**src/rtl/gate4_accum_unit.sv**
```systemverilog
// Stateful 4-bit gate datapath: applies NOT/OR/AND/XOR/LOAD to an accumulator CNT+1 times.
// Optional GATE4_ACCUM_FLAGS_EN adds registered ZERO and PARITY result flags.
module gate4_accum_unit #(
    parameter int unsigned WIDTH = 4,
    parameter int unsigned CNT_W = 3
) (
    input  logic             CLK,
    input  logic             RST,
    input  logic             CMD_VALID,
    output logic             CMD_READY,
    input  logic [2:0]       OP,
    input  logic [WIDTH-1:0] B,
    input  logic [CNT_W-1:0] CNT,
    output logic             RES_VALID,
    input  logic             RES_READY,
    output logic [WIDTH-1:0] RES,
    output logic             ERR
`ifdef GATE4_ACCUM_FLAGS_EN
    ,
    output logic             ZERO,
    output logic             PARITY
`endif
);

    localparam logic [2:0] OpLoad = 3'b000;
    localparam logic [2:0] OpNot  = 3'b001;
    localparam logic [2:0] OpOr   = 3'b010;
    localparam logic [2:0] OpAnd  = 3'b011;
    localparam logic [2:0] OpXor  = 3'b100;

    typedef enum logic [1:0] {StIdle, StExec, StDone} state_e;

    state_e           state_q, state_d;
    logic [WIDTH-1:0] acc_q, acc_d;
    logic [WIDTH-1:0] b_q, b_d;
    logic [WIDTH-1:0] res_q, res_d;
    logic [CNT_W-1:0] cnt_q, cnt_d;
    logic [2:0]       op_q, op_d;
    logic             err_q, err_d;
    logic             op_legal;

    assign op_legal = (OP <= OpXor);

    always_comb begin
        state_d = state_q;
        acc_d   = acc_q;
        b_d     = b_q;
        res_d   = res_q;
        cnt_d   = cnt_q;
        op_d    = op_q;
        err_d   = err_q;
        unique case (state_q)
            StIdle: begin
                if (CMD_VALID) begin
                    op_d  = OP;
                    b_d   = B;
                    cnt_d = CNT;
                    if (op_legal) begin
                        state_d = StExec;
                        err_d   = 1'b0;
                    end else begin
                        // Illegal op reports immediately with the accumulator untouched.
                        state_d = StDone;
                        err_d   = 1'b1;
                        res_d   = acc_q;
                    end
                end
            end
            StExec: begin
                case (op_q)
                    OpLoad:  acc_d = b_q;
                    OpNot:   acc_d = ~acc_q;
                    OpOr:    acc_d = acc_q | b_q;
                    OpAnd:   acc_d = acc_q & b_q;
                    OpXor:   acc_d = acc_q ^ b_q;
                    default: acc_d = acc_q;
                endcase
                if (cnt_q == '0) begin
                    state_d = StDone;
                    res_d   = acc_d;
                end else begin
                    cnt_d = cnt_q - CNT_W'(1);
                end
            end
            StDone: begin
                if (RES_READY) begin
                    state_d = StIdle;
                end
            end
            default: state_d = StIdle;
        endcase
    end

    always_ff @(posedge CLK) begin
        if (RST) begin
            state_q <= StIdle;
            acc_q   <= '0;
            b_q     <= '0;
            res_q   <= '0;
            cnt_q   <= '0;
            op_q    <= '0;
            err_q   <= 1'b0;
        end else begin
            state_q <= state_d;
            acc_q   <= acc_d;
            b_q     <= b_d;
            res_q   <= res_d;
            cnt_q   <= cnt_d;
            op_q    <= op_d;
            err_q   <= err_d;
        end
    end

    assign CMD_READY = (state_q == StIdle);
    assign RES_VALID = (state_q == StDone);
    assign RES       = res_q;
    assign ERR       = err_q;

`ifdef GATE4_ACCUM_FLAGS_EN
    logic zero_q, parity_q;

    // res_d only moves on entry to DONE, so the flags track RES exactly.
    always_ff @(posedge CLK) begin
        if (RST) begin
            zero_q   <= 1'b1;
            parity_q <= 1'b0;
        end else begin
            zero_q   <= (res_d == '0);
            parity_q <= ^res_d;
        end
    end

    assign ZERO   = zero_q;
    assign PARITY = parity_q;
`endif

endmodule

```
**config.mk**
```make
export PLATFORM = sky130hd
export DESIGN_NAME = gate4_accum_unit
export DESIGN_NICKNAME = d
export VERILOG_FILES = /design/src/rtl/gate4_accum_unit.sv
export SDC_FILE = /design/constraint.sdc
export NUM_CORES = 1
export LEC_CHECK = 0
export ABC_AREA = 1
export CORE_MARGIN = 2
export CORE_UTILIZATION = 50
export CTS_BUF_LIST = sky130_fd_sc_hd__clkbuf_4 sky130_fd_sc_hd__clkbuf_8 sky130_fd_sc_hd__clkbuf_16
export CTS_CLUSTER_DIAMETER = 80
export DETAILED_ROUTE_END_ITERATION = 10
export GPL_TIMING_DRIVEN = 0
export PLACE_DENSITY = 0.86
export SKIP_CTS_REPAIR_TIMING = 1
export SLEW_MARGIN = 20
export SYNTH_ARGS = -nofsm -noshare
export SYNTH_HDL_FRONTEND = slang
export SYNTH_SLANG_ARGS = --single-unit
```
**constraint.sdc**
```tcl
create_clock -name CLK -period 1.52 [get_ports CLK]
set_input_delay 0.304 -clock CLK [delete_from_list [all_inputs] [get_ports CLK]]
set_output_delay 0.304 -clock CLK [all_outputs]
set_load 0.03 [all_outputs]
```
==> key figures <==
Floorplan
  • Chip width: 55.1 um
  • CORE AREA: 2480 um^2
  • Die Area: 3040 um^2
  • Initial Util: 52.7%
  • Die Ht: 55.1 um
  • Cell Rows: 18
  • I/O pin cnt: 21

Detailed routing
  • Routed wire length: 2550 um
  • Initial DRT Pass Iterations: 4
  • Vias: 1190
  • Final routed DRC violation total: 0
  • Post-route ant nets: 0
  • Routed WL per cell: 10.9 um
  • Routed vias/inst: 5.09
  • First DRT Iteration DRCs: 32

Pwr
  • Peak VDD IR: 0.000790 V
  • Power Density: 960 nW/um^2
  • Pwr Total: 1520 uW
  • P_leak: 0.000835 uW

STA
  • Setup TNS Final: 0 ps
  • Clock Skews: 4.79 ps
  • Setup-failing EPs final: 0
  • Max frequency: 0.691 GHz
  • Slew HR: 76.7%
  • Worst Hold Margin: 472 ps
  • Final hold vios: 0
  • RSZ-0062 raised after global routing: no
  • Max Slew Vio Count: 0
  • Worst slew pin tran: 345 ps
  • Tmin final: 1450 ps
  • Tcrit/Tclk final: 95.2%

Yosys
  • Cells after synthesis: 180
  • Post-synth top cells: 34 x nand2_1, 23 x inv_1, 21 x dfxtp_1, 16 x nor2_1, 13 x a21oi_1
  • Top-count cell post-synth: nand2_1
  • Post-Synthesis Cell Area: 1310 um^2
  • Mapped Nets: 204
  • Top cell type by total area after synthesis: dfxtp_1
  • Flops & latches, synth: 21
  • Post-synth cell types: 22
  • Synth Warn #: 0
  • Top FF cell, synth: dfxtp_1
  • Post-synth EDFFs: 0
  • Synth top area share: 32.2%
  • Largest cells by area after synthesis: dfxtp_1 32%, nand2_1 9.8%, ha_1 9.6%, inv_1 6.6%, a21oi_1 5.0%
  • Mean Syn Cell Area: 7.26 um^2
  • Post-synthesis sequential area ratio: 32.2%
  • Asr flop ratio synth: 0%

Critical path
  • Crit start category: flop
  • CP arrival: 1140 ps
  • Worst r2r src: cnt_q[0]
  • Worst-path fanout max: 3
  • Worst setup path category: flop to primary output
  • WP data required: 1220 ps
  • Crit. Startpoint: state_q[0]
  • CP Capture Type: primary output

Hold path
  • Worst hold start: cnt_q[2]
  • Worst hold path type: flop to flop

Global route
  • Initial antenna violation count: 0
  • Overflow left after global routing: 0
  • First-pass GRT wire length: 4570 um
  • Tot GR Track Use: 20.5%
  • Largest net degree at the start of global routing: 12
  • Vias in the first global route: 1113

Clock tree
  • Clock slew at reported path FFs: 120 ps
  • H-tree levels: 1
  • CTS tree: done
  • CTS buffer count: 3
  • Clock root cell: clkbuf_4
  • Clk Latency, worst-skew pair: 300 ps
  • CTS sink cnt: 21
  • Clock Tree Buf Depth: 2

Final layout
  • FILL cells: 208
  • Post-route cell area: 1580 um^2
  • Diode count: 0
  • Non-Filler Instances: 234
  • Area Overhead vs Synth: 21.3%
  • Post-layout nets: 229
  • Share of layout cells above drive strength 1: 17.6%

Placement
  • Dpl cell area: 1540 um^2
  • Final estimated routing congestion in global placement: 0.904
  • PortBufs: 20
  • Placed cell count: 230
  • Dpl hpwl: 1990 um

Job
  • # Max-Cap Violations: 0

Run status
  • Status: complete, no violations
==> placed cells by master, fill, tap and decap left out, drive strengths merged, types with 6 or more instances in the layout <==
cell / netlist / layout
inv: 31 / 31
dfxtp: 21 / 21
nand3: 14 / 14
clkdlybuf4s50: 0 / 13
nor2: 20 / 20
nand2: 41 / 41
ha: 10 / 10
o21ai: 17 / 17
dlymetal6s2s: 0 / 6
a21oi: 17 / 17
==> routing by layer <==
| layer | part of all wire [%] | wire length (um) | vias to the layer above | GRT usage [%] |
|---|---|---|---|---|
| li1 | - | - | 623 | - |
| met1 | 44 | 1130 | 532 | 25.6 |
| met2 | 51 | 1290 | 33 | 36.9 |
| met3 | 4.6 | 117 | 2 | 2.69 |
| met4 | 0.24 | 6 | 0 | 5.28 |
| met5 | 0 | 0 | - | 0 |
==> kinds of logic after synthesis <==
group                      synth area share (%)
AOI/OAI and AO/OA                          15.0
adders and majority gates                  9.58
buffers and inverters                      13.6
DFF                                        32.2
and+or+nand+nor                            29.6
==> worst paths after layout <==
check	cells after the start	slack, ps	endpoint
setup / recovery	2	70	CMD_READY
hold / removal	2	470	cnt_q[2]
setup reg to reg	10	150	RES[3]
hold reg to reg	2	470	cnt_q[2]
==> layout make-up <==
class	instances	area, um^2	share of cell area, %
multi-input combinational	123	708	44.7
sequential	21	420	26.5
timing repair buffer	20	210	13.3
inverter	31	121	7.66
buffer	5	56.3	3.55
tap	30	37.5	2.37
clock buffer	4	30.0	1.90
==> where the power goes <==
part	switching [uW]	leakage, uW	internal, uW
Combinational	354	0.000643	223
Sequential	41.3	0.000173	618
Clock	164	0.0000184	120
Total	559	0.000835	961
==> worst max-delay path: stages, from the launching register on <==
cell	delay (ps)
dfxtp_1	370
nor2_2	160
dlymetal6s2s_1	310
==> per-stage QoR <==
stage	utilization [%]	worst slack, ps
2_1_floorplan	-	265
3_3_place_gp	62.3	-66.5
3_5_place_dp	62.3	-78.8
4_1_cts	63.5	-380
5_1_grt	63.9	16.6
6_report	63.9	72.3
==> sequential cells by signal (all words and copies together), names as in the netlist <==
register and count:
RES 4, acc_q 4, b_q 4, cnt_q 3
op_q 3, state_q 2, ERR 1
No activity file was read; power rests on OpenSTA's default activity.
